`src/rtl/serial_pkg.sv`:
```
// Shared types and constants for the serial transmit/receive blocks.
package serial_pkg;

  typedef enum logic [2:0] {
    IDLE,
    START,
    DATA,
    PARITY,
    STOP
  } txState_t;

  localparam logic SERIAL_IDLE_LEVEL = 1'b1;

endpackage

```
`src/rtl/serial_baud_gen.sv`:
```
// Bit-period counter: counts 0..clksPerBit-1 and pulses bitTick on the terminal count.
module serial_baud_gen #(
  parameter int clksPerBit = 16
) (
  input  logic clk,
  input  logic rst,
  input  logic clear,
  output logic bitTick
);

  localparam int CW = (clksPerBit > 1) ? $clog2(clksPerBit) : 1;
  localparam logic [CW-1:0] TC = CW'(clksPerBit - 1);

  logic [CW-1:0] cnt;

  always_ff @(posedge clk) begin
    if (rst || clear || cnt == TC) begin
      cnt <= '0;
    end else begin
      cnt <= cnt + 1'b1;
    end
  end

  assign bitTick = (cnt == TC);

endmodule

```
`src/rtl/serial_fifo_tx.sv`:
```
// Serial transmitter draining a FIFO: start bit, LSB-first data, optional parity, stop bit.
module serial_fifo_tx
  import serial_pkg::*;
#(
  parameter int regWidth   = 8,
  parameter int clksPerBit = 16,
  parameter int parityEn   = 0,
  parameter int parityOdd  = 0
) (
  input  logic                clk,
  input  logic                rst,
  input  logic                txEnable,
  input  logic                fifoEmpty,
  input  logic [regWidth-1:0] rData,
  output logic                rEnable,
  output logic                txOut,
  output logic                txBusy,
  output logic                txDone
);

  localparam int BW = $clog2(regWidth + 1);
  localparam logic [BW-1:0] LAST_BIT = BW'(regWidth - 1);

  txState_t            state;
  txState_t            state_nxt;
  logic [regWidth-1:0] shift;
  logic [BW-1:0]       bit_idx;
  logic                par_bit;
  logic                load;
  logic                bit_tick;
  logic                baud_clear;

  // Counter is held at 0 while idle so every bit period starts aligned to the state entry.
  assign baud_clear = (state_nxt != state) || (state == IDLE);

  serial_baud_gen #(
    .clksPerBit(clksPerBit)
  ) u_baud (
    .clk    (clk),
    .rst    (rst),
    .clear  (baud_clear),
    .bitTick(bit_tick)
  );

  always_ff @(posedge clk) begin
    if (rst) begin
      state   <= IDLE;
      shift   <= '0;
      bit_idx <= '0;
      par_bit <= 1'b0;
    end else begin
      state <= state_nxt;
      if (load) begin
        shift   <= rData;
        par_bit <= (^rData) ^ (parityOdd != 0);
      end else if (state == DATA && bit_tick) begin
        shift <= shift >> 1;
      end
      if (state == START && bit_tick) begin
        bit_idx <= '0;
      end else if (state == DATA && bit_tick) begin
        bit_idx <= bit_idx + 1'b1;
      end
    end
  end

  always_comb begin
    state_nxt = state;
    load      = 1'b0;
    rEnable   = 1'b0;
    txOut     = SERIAL_IDLE_LEVEL;
    txDone    = 1'b0;
    case (state)
      IDLE: begin
        // Gate on rst so the FIFO is never popped during a reset cycle.
        if (txEnable && !fifoEmpty && !rst) begin
          rEnable   = 1'b1;
          load      = 1'b1;
          state_nxt = START;
        end
      end
      START: begin
        txOut = 1'b0;
        if (bit_tick) state_nxt = DATA;
      end
      DATA: begin
        txOut = shift[0];
        if (bit_tick && bit_idx == LAST_BIT) begin
          state_nxt = (parityEn != 0) ? PARITY : STOP;
        end
      end
      PARITY: begin
        txOut = par_bit;
        if (bit_tick) state_nxt = STOP;
      end
      STOP: begin
        txOut = SERIAL_IDLE_LEVEL;
        if (bit_tick) begin
          txDone    = 1'b1;
          state_nxt = IDLE;
        end
      end
      default: state_nxt = IDLE;
    endcase
  end

  assign txBusy = (state != IDLE);

endmodule
```
`config.mk`:
```
export PLATFORM = sky130hd
export DESIGN_NAME = serial_fifo_tx
export DESIGN_NICKNAME = d
export VERILOG_FILES = /design/src/rtl/serial_pkg.sv /design/src/rtl/serial_baud_gen.sv /design/src/rtl/serial_fifo_tx.sv
export SDC_FILE = /design/constraint.sdc
export NUM_CORES = 1
export LEC_CHECK = 0
export BUFFER_PORTS_ARGS = -buffer_cell sky130_fd_sc_hd__clkbuf_2
export CAP_MARGIN = 20
export CORE_MARGIN = 2
export CORE_UTILIZATION = 55
export CTS_CLUSTER_SIZE = 16
export DETAILED_ROUTE_END_ITERATION = 10
export PLACE_DENSITY = 0.87
export SLEW_MARGIN = 40
export SYNTH_ARGS = -nofsm -noshare
export SYNTH_HDL_FRONTEND = slang
export SYNTH_SLANG_ARGS = --single-unit
```
`constraint.sdc`:
```
create_clock -name clk -period 2.5 [get_ports clk]
set_input_delay 0.75 -clock clk [delete_from_list [all_inputs] [get_ports clk]]
set_output_delay 0.75 -clock clk [all_outputs]
set_load 0.02 [all_outputs]
```
# == Word-level counts from Yosys, hierarchy flattened ==
# Cells that the tools add are included.
# word_totals
input_bits,12
elab_cells,42
reg_bits,20
out_inout_bits,4
# classes
reduce_logical,15
mux,13
n_addsub,2
eq_ne,7
# op_table
operator,count
8-bit two-way mux,2
3-bit two-way mux,5
3-bit one-hot mux with 5 select lines,1
"4-bit by 1-bit adder with 4-bit output, second input constant",2
8-bit XOR reduction,1
"3-bit by 2-bit equality test with 1-bit output, second input constant",2
1-bit logical AND,5
"4-bit by 3-bit equality test with 1-bit output, second input constant",1
"4-bit equality test, second input constant",1
1-bit two-way mux,4
"3-bit by 1-bit equality test with 1-bit output, second input constant",1
"3-bit equality test, second input constant",1
3-bit logical NOT,1
1-bit logical OR,3
3-bit inequality test,1
1-bit one-hot mux with 3 select lines,1
3-bit nonzero test,1
1-bit logical NOT,2
2-bit nonzero test,1
2-bit OR reduction,1

# == Logic depth before layout (Yosys ltp) ==
# Gate-level depths: netlist of run 1.
# depth
depth_word,9
depth_mapped,6

# == By module ==
# Synthesis of run 1 repeated with hierarchy kept, for this count alone.
# hier_totals
cells_unflattened,120
hier_area_um2,1053.5
# by_module_without_submodules
module,cells_each,area_per_inst_um2,instances
serial_fifo_tx,104,895.9,1
serial_baud_gen,16,157.7,1

# == Worst setup path after synthesis of run 1 ==
# Ideal clock, no wire load.
# synth_path
path_type,input-to-output
from,input rst
to,output rEnable
path_slack_ns,0.468
path_buffers,0
t_required_ns,1.750
path_stages,3
arrival_ns,1.282
path_cell_list,nor2_1 nand4b_2 inv_1
# synth_between
elab_chain_cells,4
# synth_rtl
item,line_no,text
start: declaration,serial_fifo_tx.sv:11,"input logic rst,"
1-bit logical NOT,serial_fifo_tx.sv:76,if (txEnable && !fifoEmpty && !rst) begin
1-bit logical AND,serial_fifo_tx.sv:76,
1-bit two-way mux,serial_fifo_tx.sv:76,
1-bit two-way mux,serial_fifo_tx.sv:73,case (state)
end: declaration,serial_fifo_tx.sv:15,"output logic rEnable,"
# Every way passes these cells.

# == Worst setup path in the final report of run 1 ==
# layout_path
from,register u_baud.cnt[0]
to,output txDone
# layout_between
elab_chain_cells,3
# layout_rtl
item,line_no,text
start: declaration,serial_baud_gen.sv:14,logic [CW-1:0] cnt;
start signal: assignment,serial_baud_gen.sv:20,cnt <= cnt + 1'b1;
4-bit equality test,serial_baud_gen.sv:24,assign bitTick = (cnt == TC);
1-bit two-way mux,serial_fifo_tx.sv:98,if (bit_tick) begin
1-bit two-way mux,serial_fifo_tx.sv:73,
end: declaration,serial_fifo_tx.sv:18,output logic txDone
# Every way passes these cells.

==> impl_metrics.tcl, run 1 <==
set metrics [dict create \
    ir_worst_vdd_mv 0.3261 \
    grt_overflow_total 0 \
    ff2ff_setup_slack_ns 0.81 \
    crit-reg2reg-launch "u_baud.cnt[0]$_SDFF_PP0_" \
    grt_pass1_wl_mm 3.008 \
    p_per_area_mw_per_mm2 516.8 \
    slew_violations 0 \
    ys_top_cells_by_area "dfxtp_1 39%, xnor2_1 8.6%, nand2_1 7.3%" \
    layout-drive-gt1-share 0.2074 \
    finalPower_uw 591.1 \
    max_cap_viol_count 0 \
    dr_wl_met3_um 109 \
    worstHoldPathType "reg2reg" \
    synth-warning-count 0 \
    drc 0 \
    seq_area_um2 400.4 \
    die_height_um 47.11 \
    fin_nets 150 \
    cts_hold_buf 0 \
    required_ns 1.75 \
    synth-main-ff-cell "dfxtp_1" \
    path_class "reg2out" \
    r2r_cells 6 \
    synth_common_cells "20 x dfxtp_1, 20 x nand2_1, 13 x nor2_1" \
    place.gp.congestion 0.7264 \
    postCtsSetupBuffers 0 \
    worstHoldEndpoint "shift[0]$_SDFFE_PP0P_" \
    die_area_mm2 0.002219 \
    outcome "finished, final reports clean" \
    clk_pin_slew_ns 0.11 \
    clockBufferDepth 2 \
    report.final.setup_viol 0 \
    drtIter0Drc 32 \
    synth_edf_count 0 \
    final_cell_area_mm2 0.001144 \
    min_path_cells 2 \
    r2r_end "shift[5]$_SDFFE_PP0P_" \
    vias 886 \
    fin_tns_setup_ns 0 \
    rows 15 \
    grt_usage 0.2006 \
    placed_area_mm2 0.001107 \
    routed_wl_mm 1.996 \
    worstSetupStartpointType "flip-flop" \
    top_layer "met4" \
    cts_tree "built" \
    initial_utilization 0.5857 \
    post_cts_resized 0 \
    fill_cells 142 \
    rsz0062_at_grt "false" \
    syn_nets 133 \
    die_x_um 47.11 \
    synth.distinct_cells 31 \
    crit_arrival_ns 1.47 \
    p_leak_nw 0.4352 \
    postRouteAntennaNets 0 \
    dr_wl_met2_um 987 \
    multi_input_area_um2 566.8 \
    max_freq_mhz 451.1 \
    place_hpwl_mm 1.428 \
    synth_top_area_cell "dfxtp_1" \
    grt_pass1_vias 698 \
    grt_max_degree 17 \
    synth_async_sr_flop_share 0 \
    wl_met1_um 872 \
    grt_antenna_before_repair 0 \
    coreArea_mm2 0.001745 \
    io_pins 16 \
    vias_per_cell 5.538 \
    worstHoldStart "shift[1]$_SDFFE_PP0P_" \
    finalCriticalPeriod_ns 2.217 \
    port_buffers 15 \
    ys_seq_elements 20 \
    synth.avg_cell_area_um2 8.590 \
    end_kind "output port" \
    skew_ns 0.007277 \
    syn_to_final_growth_pct 11.87 \
    clock-sinks 20 \
    path_max_fanout 4 \
    syn_area_mm2 0.001022 \
    final-hold-violation-count 0 \
    n_antenna_cell 0 \
    min_period_over_period 0.8867 \
    htreeDepth 1 \
    yosysSeqAreaShare 0.3917 \
    worst_pin_slew_ns 0.4215 \
    dr.pass1.iters 4 \
    slew_headroom 0.7186 \
    synth_cells 119 \
    cts_made_buffers 3 \
    clock_latency_ns 0.31 \
    netlist.area_leader.share 0.3917 \
    wire_per_inst_um 12.48 \
    cts_root_buffer "clkbuf_4" \
]
-- where the power goes --
group	switching [mW]	internal, mW	leakage [nW]
logic	0.0335	0.0335	0.252
clock network	0.101	0.0889	0.0210
registers	0.00695	0.328	0.162
-- worst max-delay path, cell delays in order, from the launching register on --
cell      delay, ns
dfxtp_1        0.39
ha_1           0.24
and3_1         0.21
and3_1         0.16
clkbuf_2       0.16
-- registers in the layout, indices dropped and copies added (netlist names) --
name,flops
state,3
bit_idx,4
par_bit,1
shift,8
u_baud.cnt,4
-- kinds of logic after synthesis --
group / synth area share
and+or+nand+nor: 0.2974
buffers and inverters: 0.05385
AOI/OAI and AO/OA: 0.1383
xor gates and xnor gates: 0.09424
DFF: 0.3917
adders and majority gates: 0.02448
-- how the worst max path moves through the flow --
stage	startpoint	slack, ns	end	cells after the start
after CTS	u_baud.cnt[0]$_SDFF_PP0_	0.29	txDone	4
after global placement	rst	0.36	rEnable	5
after global routing	u_baud.cnt[0]$_SDFF_PP0_	0.19	txDone	4
after detailed placement	rst	0.30	rEnable	5
final	u_baud.cnt[0]$_SDFF_PP0_	0.28	txDone	4
after floorplan	rst	0.47	rEnable	3
-- final cells by class --
cell class	instances	share of cell area
clock buffer	4	0.03173
inverter	3	0.009847
multi-input combinational	90	0.4956
sequential	20	0.3501
tap	25	0.02735
timing repair buffer	18	0.08534
-- per-stage QoR --
step | setup slack, ns | hold WS, ns | std cells | util
after global placement | 0.3592 | 0.4576 | 156 | 0.6344
after global routing | 0.1863 | 0.5058 | 160 | 0.6552
after floorplan | 0.4681 | 0.4467 | 119 | -
after detailed placement | 0.2956 | 0.4700 | 156 | 0.6344
after CTS | 0.2861 | 0.4843 | 160 | 0.6552
final | 0.2832 | 0.4790 | 160 | 0.6552
-- placed cells by master (no fill, tap or decap), types with 2 or more instances in the layout --
cell type / n
nand3b_1: 2
a21oi_1: 7
nand3_1: 5
a311oi_1: 7
dfxtp_1: 20
inv_1: 3
o21ai_0: 3
clkbuf_2: 15
nand2_1: 20
nand4b_1: 2
nor2_1: 13
xnor2_1: 10
nor3b_1: 3
buf_4: 3
ha_1: 2
clkbuf_4: 3
and3_1: 3
-- metal layers --
metal,track usage,up-vias
met1,0.2399,405
li1,-,448
met5,0,-
met4,0.06667,0
met2,0.3370,29
met3,0.06923,4
Power figures use the tool's default switching activity.
==> inputs of run 2 (changes only) <==
--- a/config.mk
+++ b/config.mk
@@ -8,10 +8,10 @@
 export BUFFER_PORTS_ARGS = -buffer_cell sky130_fd_sc_hd__clkbuf_2
 export CAP_MARGIN = 20
 export CORE_MARGIN = 2
-export CORE_UTILIZATION = 55
+export CORE_UTILIZATION = 54
 export CTS_CLUSTER_SIZE = 16
 export DETAILED_ROUTE_END_ITERATION = 10
-export PLACE_DENSITY = 0.87
+export PLACE_DENSITY = 0.86
 export SLEW_MARGIN = 40
 export SYNTH_ARGS = -nofsm -noshare
 export SYNTH_HDL_FRONTEND = slang
==> constraint.sdc (replaced) <==
create_clock -name clk -period 2.35 [get_ports clk]
set_input_delay 0.705 -clock clk [delete_from_list [all_inputs] [get_ports clk]]
set_output_delay 0.705 -clock clk [all_outputs]
set_load 0.02 [all_outputs]
==> run 2 against run 1 <==
Compared with the run above: routed wire length shrank 3.9%; combinational power grew 6.1%; utilization grew 0.93 points; hold slack gained 0.012 ns; sequential share of layout area shrank 0.49 points; final cell count is the same; critical path type unchanged; critical endpoint is now txBusy; largest cell class unchanged.
==> impl_metrics.tcl, run 2 (synthesis gave the netlist of run 1 again) <==
set metrics [dict create \
    clockBufferDepth 2 \
    postRouteAntennaNets 0 \
    p_int_uw 556.8 \
    p_leak_nw 0.4422 \
    port_buffers 15 \
    crit_arrival_ns 1.47 \
    htreeDepth 1 \
    report.final.setup_viol 0 \
    worst_pin_slew_ns 0.4150 \
    coreArea_mm2 0.001745 \
    die_area_mm2 0.002257 \
    clock_latency_ns 0.31 \
    grt_pass1_vias 727 \
    cts_hold_buf 0 \
    largest_reg_flops 8 \
    fin_nets 150 \
    die_height_um 47.51 \
    path_max_fanout 10 \
    drtIter0Drc 22 \
    p_per_area_mw_per_mm2 611.8 \
    dr.pass1.iters 4 \
    grt_antenna_before_repair 0 \
    ir_worst_vdd_mv 0.5025 \
    outcome "finished, final reports clean" \
    clock-sinks 20 \
    drc 0 \
    worstHoldPathType "reg2reg" \
    post_cts_resized 0 \
    switching_share 0.2154 \
    grt_usage 0.1928 \
    place.gp.congestion 0.7333 \
    seqPwrFrac 0.501 \
    top_regs "shift (8), bit_idx (4), u_baud.cnt (4)" \
    ff2ff_setup_slack_ns 0.70 \
    end_kind "output port" \
    vias_per_cell 5.444 \
    layout_common_cells "20 x nand2_1, 20 x dfxtp_1, 15 x clkbuf_2, 13 x nor2_1, 10 x xnor2_1" \
    postCtsSetupBuffers 0 \
    layout-drive-gt1-share 0.2074 \
    die_x_um 47.51 \
    max_cap_viol_count 0 \
    slew_violations 0 \
    cts_tree "built" \
    cts_root_buffer "clkbuf_4" \
    min_period_over_period 0.9247 \
    grt_overflow_total 0 \
    path_class "reg2out" \
    clkPwrFrac 0.398 \
    power_frac_comb 0.100 \
    final-hold-violation-count 0 \
    p_switching_uw 152.8 \
    rows 15 \
    worstSetupStartpointType "flip-flop" \
    io_pins 16 \
    cts_made_buffers 3 \
    place_hpwl_mm 1.452 \
    rsz0062_at_grt "false" \
    wire_per_inst_um 11.99 \
    routed_wl_mm 1.918 \
    fin_tns_setup_ns 0 \
    required_ns 1.64 \
    vias 871 \
    skew_ns 0.01321 \
    grt_max_degree 17 \
    initial_utilization 0.5857 \
    fill_cells 160 \
    fin_util 0.6645 \
    finalCriticalPeriod_ns 2.173 \
    max_freq_mhz 460.2 \
    syn_to_final_growth_pct 13.46 \
    n_antenna_cell 0 \
    grt_pass1_wl_mm 2.973 \
    top_register "shift" \
    clk_pin_slew_ns 0.12 \
    slew_headroom 0.7230 \
]
-- run 2: metal layers --
layer,GRT usage,up-vias,routed length (µm),part of all wire
met1,0.2367,393,825,0.43
met5,0,-,0,0
li1,-,449,-,-
met3,0.04528,4,106,0.055
met4,0.1000,0,27,0.014
met2,0.3135,25,958,0.50
-- run 2: worst paths after layout --
check,cells after the start,start,endpoint
worst max-delay path,2,state[1]$_SDFF_PP0_,txBusy
worst max register to register,6,u_baud.cnt[0]$_SDFF_PP0_,shift[5]$_SDFFE_PP0P_
worst min-delay path,2,shift[0]$_SDFFE_PP0P_,shift[0]$_SDFFE_PP0P_
worst min register to register,2,shift[0]$_SDFFE_PP0P_,shift[0]$_SDFFE_PP0P_
-- run 2: area by class of cell --
cell class,instances,area (µm²),area share
Clock buffer,3,22.52,0.01942
Clock inverter,1,30.03,0.02589
Inverter,3,11.26,0.009709
Multi-Input combinational cell,90,566.8,0.4887
Sequential cell,20,400.4,0.3452
Tap cell,25,31.28,0.02697
Timing Repair Buffer,18,97.59,0.08414
-- run 2: metrics by stage --
stage / setup WS (ns) / total power, mW / hold slack, ns / instance area (µm²) / cells
finish: 0.1769 / 0.7096 / 0.4908 / 1160 / 160
global route: 0.09536 / 0.7401 / 0.5121 / 1160 / 160
CTS: 0.1663 / 0.7171 / 0.4917 / 1160 / 160
detailed placement: 0.2453 / 0.4353 / 0.4738 / 1107 / 156
global placement: 0.2975 / 0.4323 / 0.4576 / 1107 / 156
floorplan: 0.4081 / 0.4121 / 0.4467 / 1022 / 119
-- run 2: power by group through the flow --
stage | registers, mW | logic [mW] | clock network, mW
after floorplan | 0.360 | 0.0522 | 0
after global routing | 0.357 | 0.0785 | 0.304
final | 0.356 | 0.0712 | 0.283
after detailed placement | 0.363 | 0.0719 | 0
after CTS | 0.356 | 0.0721 | 0.289
after global placement | 0.363 | 0.0694 | 0
-- run 2: critical path: stages, from the launching register on --
cell and delay, ns:
dfxtp_1 0.45, or3_2 0.53, clkbuf_2 0.17
==> inputs of run 3 (changes only) <==
--- a/config.mk
+++ b/config.mk
@@ -5,13 +5,13 @@
 export SDC_FILE = /design/constraint.sdc
 export NUM_CORES = 1
 export LEC_CHECK = 0
-export BUFFER_PORTS_ARGS = -buffer_cell sky130_fd_sc_hd__clkbuf_2
 export CAP_MARGIN = 20
 export CORE_MARGIN = 2
-export CORE_UTILIZATION = 54
+export CORE_UTILIZATION = 55
 export CTS_CLUSTER_SIZE = 16
 export DETAILED_ROUTE_END_ITERATION = 10
-export PLACE_DENSITY = 0.86
+export DONT_BUFFER_PORTS = 1
+export PLACE_DENSITY = 0.79
 export SLEW_MARGIN = 40
 export SYNTH_ARGS = -nofsm -noshare
 export SYNTH_HDL_FRONTEND = slang
==> constraint.sdc (replaced) <==
create_clock -name clk -period 2.6 [get_ports clk]
set_input_delay 0.78 -clock clk [delete_from_list [all_inputs] [get_ports clk]]
set_output_delay 0.78 -clock clk [all_outputs]
set_load 0.02 [all_outputs]
==> run 3 against run 2 <==
Compared with the run above: via count shrank 9.2%; clock-buffer cell count is 1 higher; global-route usage shrank 1.7 points; final cell count down 10%; routed wire length shrank 7.3%; first-iteration DRC count up 9.1%; total power shrank 23%; die area is 1.7% lower; highest routed layer unchanged.
==> impl_metrics.tcl, run 3 (synthesis gave the netlist of run 1 again) <==
set metrics [dict create \
    outcome "finished, final reports clean" \
    final-hold-violation-count 0 \
    clock_latency_ns 0.30 \
    clkPwrFrac 0.327 \
    postRouteAntennaNets 0 \
    postCtsSetupBuffers 0 \
    p_per_area_mw_per_mm2 516.3 \
    ff2ff_setup_slack_ns 0.97 \
    skew_ns 0.01019 \
    crit_arrival_ns 1.41 \
    largest_reg_flops 8 \
    cts_root_buffer "clkbuf_4" \
    fin_nets 134 \
    initial_utilization 0.5857 \
    grt_overflow_total 0 \
    finalPower_uw 547.8 \
    layout_common_cells "20 x nand2_1, 20 x dfxtp_1, 13 x nor2_1, 10 x xnor2_1" \
    worstHoldPathType "reg2reg" \
    fin_util 0.6079 \
    max_cap_viol_count 0 \
    p_leak_nw 0.3672 \
    drc 0 \
    cts_hold_buf 0 \
    finalCriticalPeriod_ns 2.187 \
    min_period_over_period 0.8413 \
    multi_input_area_um2 566.8 \
    grt_usage 0.1755 \
    p_int_uw 424.8 \
    clk_pin_slew_ns 0.10 \
    layout-drive-gt1-share 0.1008 \
    grt_antenna_before_repair 0 \
    fill_cells 163 \
    port_buffers 0 \
    dr.pass1.iters 4 \
    grt_pass1_wl_mm 2.746 \
    layout.cells.non_filler 144 \
    r2r_cells 5 \
    die_height_um 47.11 \
    top_register "shift" \
    worstHoldStart "bit_idx[1]$_SDFFE_PP0P_" \
    path_class "reg2out" \
    required_ns 1.82 \
    routed_wl_mm 1.778 \
    ir_worst_vdd_mv 0.3470 \
    min_path_cells 2 \
    grt_pass1_vias 667 \
    switching_share 0.2247 \
    wire_per_inst_um 12.35 \
    worst_pin_slew_ns 0.4090 \
    place.gp.congestion 0.7132 \
    die_x_um 47.11 \
    seqPwrFrac 0.587 \
    clock-sinks 20 \
    placed_area_mm2 0.001025 \
    p_switching_uw 123.1 \
    die_area_mm2 0.002219 \
    slew_violations 0 \
    dp.cells 140 \
    coreArea_mm2 0.001745 \
    clockBufferDepth 2 \
    vias_per_cell 5.493 \
    n_antenna_cell 0 \
    cts_tree "built" \
    final_cell_area_mm2 0.001061 \
    fin_tns_setup_ns 0 \
    slew_headroom 0.7270 \
    vias 791 \
    setup_slack_ns 0.4125 \
    worstSetupStartpointType "flip-flop" \
    cts_made_buffers 3 \
    path_max_fanout 4 \
    rsz0062_at_grt "false" \
    seq_area_um2 400.4 \
    power_frac_comb 0.086 \
    whs_ns 0.4739 \
    end_kind "output port" \
    io_pins 16 \
    dp_slack_ns 0.5589 \
    crit-reg2reg-launch "u_baud.cnt[0]$_SDFF_PP0_" \
    post_cts_resized 0 \
    rows 15 \
    r2r_end "shift[3]$_SDFFE_PP0P_" \
    top_regs "shift (8), bit_idx (4), u_baud.cnt (4)" \
    max_freq_mhz 457.1 \
    drtIter0Drc 24 \
    syn_to_final_growth_pct 3.795 \
    report.final.setup_viol 0 \
    place_hpwl_mm 1.332 \
    worstHoldEndpoint "bit_idx[1]$_SDFFE_PP0P_" \
    grt_max_degree 17 \
    htreeDepth 1 \
]
[run 3: cell count changes in the layout (fill, tap and decap cells not counted)]
| cell | delta |
|---|---|
| clkbuf_2 | -15 |
| buf_4 | -1 |
| bufinv_16 | -1 |
| clkbuf_8 | +1 |
[run 3: area by class of cell]
| type | count | area share |
|---|---|---|
| multi-input cells | 90 | 0.5342 |
| flip-flops and latches | 20 | 0.3774 |
| inverters | 3 | 0.01061 |
| repair buffers | 2 | 0.01415 |
| clock buffers | 4 | 0.03420 |
| well taps | 25 | 0.02948 |
[run 3: metal layers]
layer  track usage  share of wire
met5             0              0
met4        0.1000          0.025
met3       0.02308          0.040
met2        0.2685           0.46
met1        0.2371           0.47
[run 3: how the worst max path moves through the flow]
stage	start	endpoint	slack, ns	cells past startpoint
finish	u_baud.cnt[0]$_SDFF_PP0_	txDone	0.41	3
global route	u_baud.cnt[1]$_SDFF_PP0_	txDone	0.35	3
CTS	u_baud.cnt[0]$_SDFF_PP0_	txDone	0.41	3
detailed placement	rst	rEnable	0.56	3
global placement	rst	rEnable	0.57	3
floorplan	rst	rEnable	0.51	3
[run 3: power groups by stage]
stage	clock, mW	combinational, mW	sequential, mW
5_1_grt	0.198	0.0518	0.322
6_report	0.179	0.0471	0.321
4_1_cts	0.185	0.0477	0.321
3_5_place_dp	0	0.0476	0.328
3_3_place_gp	0	0.0468	0.328
2_1_floorplan	0	0.0472	0.325
[run 3: critical path: stages, from the launching register on]
cell,delay (ns)
dfxtp_1,0.39
ha_1,0.24
and3_1,0.20
and3_1,0.28
